[config.mk]
export PLATFORM = sky130hd
export DESIGN_NAME = ap_ctrl_launcher
export DESIGN_NICKNAME = d
export VERILOG_FILES = /design/src/rtl/ap_ctrl_pkg.sv /design/src/rtl/ap_ts_fifo.sv /design/src/rtl/ap_ctrl_launcher.sv
export SDC_FILE = /design/constraint.sdc
export NUM_CORES = 1
export LEC_CHECK = 0
export BUFFER_PORTS_ARGS = -buffer_cell sky130_fd_sc_hd__buf_4
export CORE_MARGIN = 5
export CORE_UTILIZATION = 45
export DETAILED_ROUTE_END_ITERATION = 10
export PLACE_DENSITY = 0.74
export SLEW_MARGIN = 20
export SYNTH_ARGS = -nofsm -noshare
export SYNTH_HDL_FRONTEND = slang
export SYNTH_HIERARCHICAL = 1
export SYNTH_SLANG_ARGS = --single-unit
[constraint.sdc]
create_clock -name ap_clk -period 8.66 [get_ports ap_clk]
set_clock_uncertainty 0.1 [all_clocks]
set_input_delay 1.299 -clock ap_clk [delete_from_list [all_inputs] [get_ports ap_clk]]
set_output_delay 1.299 -clock ap_clk [all_outputs]
set_load 0.005 [all_outputs]
[src/rtl/ap_ctrl_pkg.sv]
// ap_ctrl_pkg: shared FSM state encoding and default widths for the
// ap_ctrl_hs launcher and its timestamp FIFO.
package ap_ctrl_pkg;

   localparam int CNT_W_DEF   = 16;
   localparam int MAX_OUT_DEF = 4;
   localparam int LAT_W_DEF   = 32;

   typedef enum logic [1:0] {
      ST_IDLE   = 2'd0,
      ST_ISSUE  = 2'd1,
      ST_DRAIN  = 2'd2,
      ST_FINISH = 2'd3
   } ap_state_e;

endpackage

[src/rtl/ap_ts_fifo.sv]
// ap_ts_fifo: issue-timestamp FIFO for the launcher latency statistics.
// Only compiled when AP_CTRL_LAT_STATS_EN is defined. The head entry is read
// combinationally so a push and a pop can share a cycle, including when full.
`ifdef AP_CTRL_LAT_STATS_EN
module ap_ts_fifo #(
   parameter int DEPTH = 4,
   parameter int WIDTH = 32
) (
   input  logic             i_clk,
   input  logic             i_rst_n,
   input  logic             i_push,
   input  logic [WIDTH-1:0] i_din,
   input  logic             i_pop,
   output logic [WIDTH-1:0] o_dout
);

   localparam int PTR_W = (DEPTH > 1) ? $clog2(DEPTH) : 1;
   localparam logic [PTR_W-1:0] LAST = PTR_W'(DEPTH - 1);

   logic [WIDTH-1:0] r_mem [2**PTR_W];
   logic [PTR_W-1:0] r_wr_ptr;
   logic [PTR_W-1:0] r_rd_ptr;

   // Timestamp storage; contents need no reset, the pointers define validity.
   always_ff @(posedge i_clk) begin
      if (i_push) begin
         r_mem[r_wr_ptr] <= i_din;
      end
   end

   // Circular pointers that wrap at DEPTH-1 so any DEPTH in 1..16 works.
   always_ff @(posedge i_clk or negedge i_rst_n) begin
      if (!i_rst_n) begin
         r_wr_ptr <= '0;
         r_rd_ptr <= '0;
      end else begin
         if (i_push) begin
            r_wr_ptr <= (r_wr_ptr == LAST) ? '0 : r_wr_ptr + PTR_W'(1);
         end
         if (i_pop) begin
            r_rd_ptr <= (r_rd_ptr == LAST) ? '0 : r_rd_ptr + PTR_W'(1);
         end
      end
   end

   assign o_dout = r_mem[r_rd_ptr];

endmodule
`endif

[src/rtl/ap_ctrl_launcher.sv]
// ap_ctrl_launcher: initiator side of the ap_ctrl_hs handshake. Issues a
// commanded number of kernel invocations with at most MAX_OUT outstanding,
// counts completions and raises a level finish.
// Optional macro AP_CTRL_LAT_STATS_EN adds start-to-done latency statistics;
// without it last_latency/max_latency are tied to 0.
module ap_ctrl_launcher
   import ap_ctrl_pkg::*;
#(
   parameter int CNT_W   = CNT_W_DEF,
   parameter int MAX_OUT = MAX_OUT_DEF,
   parameter int LAT_W   = LAT_W_DEF
`ifdef AP_CTRL_LAT_STATS_EN
   ,
   // Reset value of the free-running cycle counter.
   parameter logic [LAT_W-1:0] TS_INIT = '0
`endif
) (
   input  logic             ap_clk,
   input  logic             ap_rst_n,
   input  logic             cmd_valid,
   output logic             cmd_ready,
   input  logic [CNT_W-1:0] cmd_count,
   output logic             ap_start,
   input  logic             ap_ready,
   input  logic             ap_done,
   output logic             ap_continue,
   output logic             busy,
   output logic             finish,
   output logic [CNT_W-1:0] issued_cnt,
   output logic [CNT_W-1:0] done_cnt,
   output logic             err_unexp_done,
   output logic [LAT_W-1:0] last_latency,
   output logic [LAT_W-1:0] max_latency
);

   localparam int OUT_W = $clog2(MAX_OUT + 1);
   localparam logic [OUT_W-1:0] MAX_OUT_C = OUT_W'(MAX_OUT);

   ap_state_e        r_state;
   ap_state_e        w_state_next;
   logic             r_start;
   logic             w_start_next;
   logic             r_cont;
   logic             r_cmd_ready;
   logic             r_busy;
   logic             r_finish;
   logic             r_err;
   logic [CNT_W-1:0] r_count;
   logic [CNT_W-1:0] r_issued;
   logic [CNT_W-1:0] r_done;
   logic [CNT_W-1:0] w_issued_next;
   logic [CNT_W-1:0] w_done_next;
   logic [OUT_W-1:0] r_out;
   logic [OUT_W-1:0] w_out_next;
   logic             w_accept;
   logic             w_issue;
   logic             w_done_evt;
   logic             w_running;
   logic             w_done_cnt;
   logic             w_done_unexp;

   assign w_accept     = cmd_valid & r_cmd_ready;
   assign w_issue      = r_start & ap_ready;
   assign w_done_evt   = ap_done & r_cont;
   assign w_running    = (r_state == ST_ISSUE) || (r_state == ST_DRAIN);
   // A completion only counts against an invocation actually in flight.
   assign w_done_cnt   = w_done_evt & w_running & (r_out != '0);
   assign w_done_unexp = w_done_evt & ~w_done_cnt;

   // Next-state, counter and registered-start computation.
   always_comb begin
      w_issued_next = r_issued + CNT_W'(w_issue);
      w_done_next   = r_done + CNT_W'(w_done_cnt);
      w_out_next    = r_out;
      if (w_issue && !w_done_cnt) begin
         w_out_next = r_out + OUT_W'(1);
      end else if (!w_issue && w_done_cnt) begin
         w_out_next = r_out - OUT_W'(1);
      end
      w_state_next = r_state;
      w_start_next = 1'b0;
      case (r_state)
         ST_IDLE, ST_FINISH: begin
            if (w_accept) begin
               w_issued_next = '0;
               w_done_next   = '0;
               w_out_next    = '0;
               if (cmd_count != '0) begin
                  w_state_next = ST_ISSUE;
                  w_start_next = 1'b1;
               end else begin
                  w_state_next = ST_FINISH;
               end
            end
         end
         ST_ISSUE: begin
            // Start never drops while waiting for ready: without an issue the
            // outstanding count can only fall, so the condition keeps holding.
            if (w_issued_next == r_count) begin
               w_state_next = ST_DRAIN;
            end else begin
               w_start_next = (w_out_next < MAX_OUT_C);
            end
         end
         ST_DRAIN: begin
            if (w_done_next == r_count) begin
               w_state_next = ST_FINISH;
            end
         end
         default: w_state_next = ST_IDLE;
      endcase
   end

   // Control state, handshake outputs and run counters.
   always_ff @(posedge ap_clk or negedge ap_rst_n) begin
      if (!ap_rst_n) begin
         r_state     <= ST_IDLE;
         r_start     <= 1'b0;
         r_cont      <= 1'b0;
         r_cmd_ready <= 1'b0;
         r_busy      <= 1'b0;
         r_finish    <= 1'b0;
         r_err       <= 1'b0;
         r_count     <= '0;
         r_issued    <= '0;
         r_done      <= '0;
         r_out       <= '0;
      end else begin
         r_state     <= w_state_next;
         r_start     <= w_start_next;
         r_cont      <= 1'b1;
         r_cmd_ready <= (w_state_next == ST_IDLE) || (w_state_next == ST_FINISH);
         r_busy      <= (w_state_next == ST_ISSUE) || (w_state_next == ST_DRAIN);
         r_finish    <= (w_state_next == ST_FINISH);
         r_issued    <= w_issued_next;
         r_done      <= w_done_next;
         r_out       <= w_out_next;
         if (w_accept) begin
            r_count <= cmd_count;
         end
         if (w_done_unexp) begin
            r_err <= 1'b1;
         end
      end
   end

   assign cmd_ready      = r_cmd_ready;
   assign ap_start       = r_start;
   assign ap_continue    = r_cont;
   assign busy           = r_busy;
   assign finish         = r_finish;
   assign issued_cnt     = r_issued;
   assign done_cnt       = r_done;
   assign err_unexp_done = r_err;

`ifdef AP_CTRL_LAT_STATS_EN
   logic [LAT_W-1:0] r_timer;
   logic [LAT_W-1:0] w_ts_head;
   logic [LAT_W-1:0] w_lat;
   logic [LAT_W-1:0] r_last_lat;
   logic [LAT_W-1:0] r_max_lat;

   // Free-running cycle counter; modular subtraction absorbs its wrap.
   always_ff @(posedge ap_clk or negedge ap_rst_n) begin
      if (!ap_rst_n) begin
         r_timer <= TS_INIT;
      end else begin
         r_timer <= r_timer + LAT_W'(1);
      end
   end

   ap_ts_fifo #(
      .DEPTH (MAX_OUT),
      .WIDTH (LAT_W)
   ) u_ts_fifo (
      .i_clk   (ap_clk),
      .i_rst_n (ap_rst_n),
      .i_push  (w_issue),
      .i_din   (r_timer),
      .i_pop   (w_done_cnt),
      .o_dout  (w_ts_head)
   );

   assign w_lat = r_timer - w_ts_head;

   // Latency of each counted completion and the running maximum per run.
   always_ff @(posedge ap_clk or negedge ap_rst_n) begin
      if (!ap_rst_n) begin
         r_last_lat <= '0;
         r_max_lat  <= '0;
      end else if (w_accept) begin
         r_max_lat <= '0;
      end else if (w_done_cnt) begin
         r_last_lat <= w_lat;
         if (w_lat > r_max_lat) begin
            r_max_lat <= w_lat;
         end
      end
   end

   assign last_latency = r_last_lat;
   assign max_latency  = r_max_lat;
`else
   assign last_latency = '0;
   assign max_latency  = '0;
`endif

endmodule
==> out/metrics.yaml <==
core_mm2: 0.009729
min_to: "err_unexp_done"
fill_cells: 920
synth_compound_area_frac: 0.09646
critical_setup_path_kind: "input pin to register"
first_global_vias: 3430
power.ir.vdd_worst_v: 0.0001611
rr_worst_depth: 12
r2r_start: "r_state[0]"
cp.arrival_ns: 5.23
synth_async_sr_flop_share: 1.000
grt_remaining_overflow: 0
mostFrequentLayoutCell: "sky130_fd_sc_hd__conb_1"
synth_cells: 472
synth-edff-count: 0
pre_cts_slack_ns: 3.262
die_area_mm2: 0.01198
totalWireLength_um: 11790
num_antenna_cells: 0
post-route-cell-area_mm2: 0.004892
max_slew_headroom: 0.4760
yosys_warnings: 6
synth_top_family_by_area: "simple AND/OR/NAND/NOR gates"
worstHoldPathType: "register to register"
post_synth_and_or_nand_nor_area_fraction: 0.2081
clock_slew_seen_by_the_registers_of_the_worst_setup_and_hold_paths_ns: 0.08
cts_buffers: 9
tightest_slew_ns: 0.7841
finalWorstPathRequiredPeriod_ns: 5.106
yosys.area_share.adder: 0.03262
r2r-end: "busy"
clock_latency_ns: 0.34
p_leak_nw: 2.151
fin_util: 0.5028
most-common-layout-cells: "65 x sky130_fd_sc_hd__conb_1, 59 x sky130_fd_sc_hd__dfrtp_1, 59 x sky130_fd_sc_hd__buf_4"
hold_path_depth: 1
p_per_area_mw_per_mm2: 222.6
cts-root-to-sink-buffers: 2
boundaryPins: 123
fin_cells: 660
gp_congestion: 0.9905
worstHoldStart: "err_unexp_done"
route.detailed.drc: 0
grt_util_all_layers: 0.1998
critPathCaptureType: "register"
dieHeight_um: 109.4
pin_count_of_the_biggest_net_entering_global_routing: 60
initial_drt_markers: 200
timing.reg2reg.setup_slack_ns: 3.67
worstSetupStartpointType: "input pin"
synth.distinct_cells: 76
vias_per_cell: 5.467
fin_crit_sh: 0.5896
postLayoutSetupSlackWorst_ns: 3.554
finalHoldViolations: 0
mean_instance_size_in_the_synthesized_netlist_um2: 9.426
fraction_of_synthesized_cell_area_in_xor_and_xnor_cells: 0.1305
placementRows: 36
dr.pass1.iters: 4
cts_resized: 0
drtAntennaViolNets: 0
post_route_cells_drive_above_1_share: 0.2106
flow.area_growth_from_synthesis_pct: 9.955
wl_per_cell_um: 17.87
portBuffers: 58
initial_utilization: 0.4573
antenna_violations_before_repair: 0
synth_cell_area_mm2: 0.004449
max_freq_mhz: 195.9
grt_pass1_wl_um: 18460
outcome: "finished clean"
postSynthRegisterBits: 59
route.vias.total: 3608
synth_top_flop_cell: "sky130_fd_sc_hd__dfrtp_1"
worstPathMaxFanout: 9
num-nets-final: 553
cts-root-buf: "sky130_fd_sc_hd__clkbuf_8"
htree_num_levels: 3
cts_sinks: 59
holdBufCountCts: 0
post_route_setup_tns_ns: 0
report.final.setup_viol: 0
slew_violations: 0
placedCellCount: 644
cap_violations: 0
hpwlAfterDp_um: 9024
floorplan.die.width_um: 109.4
clock_tree_from_tritoncts: "built"
ys_seq_area_frac: 0.3318
cts_post_setup_buffers_inserted: 0
post_synth_mux_area_share: 0.04949
dpl-instance-area_mm2: 0.004691
critical_path_required_ns: 8.79
rsz0062_at_grt: "no"
==> flip-flops by register name (all words and copies together), names as in the netlist <==
| register | flops |
|---|---|
| r_count | 16 |
| cmd_ready | 1 |
| issued_cnt | 16 |
| done_cnt | 16 |
| ap_continue | 1 |
| busy | 1 |
| err_unexp_done | 1 |
| r_state | 2 |
| r_out | 3 |
| ap_start | 1 |
| finish | 1 |
==> cells by family (layout without fill, tap and decap cells) <==
group / Yosys count / in the layout
buffers and inverters: 99 / 91
AOI/OAI and AO/OA: 57 / 57
other: 2 / 65
and+or+nand+nor: 167 / 167
xor gates and xnor gates: 56 / 56
muxes: 20 / 20
adders and majority gates: 12 / 12
DFF: 59 / 59
==> how the worst max path moves through the flow <==
stage	endpoint	from	slack, ns
3_3_place_gp	busy	ap_done	3.33
2_1_floorplan	busy	ap_done	3.81
4_1_cts	busy	ap_done	3.62
6_report	busy	ap_done	3.55
3_5_place_dp	busy	ap_done	3.26
5_1_grt	cmd_ready	ap_done	3.38
==> power by group <==
group	internal, mW	switching [mW]	total (mW)
Combinational	0.202	0.194	0.395
Sequential	0.332	0.103	0.435
Clock	0.135	0.124	0.259
==> through the flow <==
stage	hold WS, ns	power (mW)
finish	0.3913	1.089
global route	0.4262	1.159
CTS	0.4012	1.089
detailed placement	0.3764	0.8289
global placement	0.3695	0.8181
floorplan	0.3678	0.7155
==> worst max-delay path, cell delays in order <==
cell	delay (ns)
sky130_fd_sc_hd__buf_4	0.07
sky130_fd_sc_hd__nand2_1	0.06
sky130_fd_sc_hd__nor3_1	0.57
sky130_fd_sc_hd__ha_1	0.39
sky130_fd_sc_hd__nand4_4	0.22
sky130_fd_sc_hd__nor3_1	0.53
sky130_fd_sc_hd__mux2i_1	0.35
sky130_fd_sc_hd__o2111ai_1	0.16
sky130_fd_sc_hd__or4_1	0.57
sky130_fd_sc_hd__o41a_1	0.46
sky130_fd_sc_hd__a221oi_1	0.25
sky130_fd_sc_hd__ha_1	0.30
==> routing by layer <==
metal	share of wire	global-route usage	vias up	wire [um]
li1	-	-	1644	-
met2	0.47	0.3143	195	5545
met1	0.42	0.2629	1743	4918
met5	0	0	-	0
met3	0.085	0.04639	26	998
met4	0.028	0.08638	0	332
==> Yosys cell counts (8+ instances only) <==
master | count | area, um^2
sky130_fd_sc_hd__buf_4 | 66 | 495.5
sky130_fd_sc_hd__clkbuf_1 | 8 | 30.03
sky130_fd_sc_hd__dfrtp_1 | 59 | 1476
sky130_fd_sc_hd__ha_1 | 10 | 125.1
sky130_fd_sc_hd__inv_1 | 16 | 60.06
sky130_fd_sc_hd__mux2_2 | 16 | 180.2
sky130_fd_sc_hd__nand2_1 | 24 | 90.09
sky130_fd_sc_hd__nand3_1 | 18 | 90.09
sky130_fd_sc_hd__nand4_1 | 15 | 93.84
sky130_fd_sc_hd__nor2_1 | 43 | 161.4
sky130_fd_sc_hd__nor2b_1 | 9 | 56.30
sky130_fd_sc_hd__nor3_1 | 10 | 50.05
sky130_fd_sc_hd__nor4_1 | 15 | 93.84
sky130_fd_sc_hd__o21ai_0 | 8 | 40.04
sky130_fd_sc_hd__xnor2_1 | 32 | 280.3
sky130_fd_sc_hd__xor2_1 | 18 | 157.7
==> cell type report <==
class,instances,area (um^2),area share
clock buffer,9,123.9,0.02532
clock inverter,7,77.57,0.01586
inverter,16,60.06,0.01228
multi-input combinational,377,2545,0.5202
sequential,59,1476,0.3018
tap,133,166.4,0.03402
timing repair buffer,59,442.9,0.09054
Power figures use the tool's default switching activity.
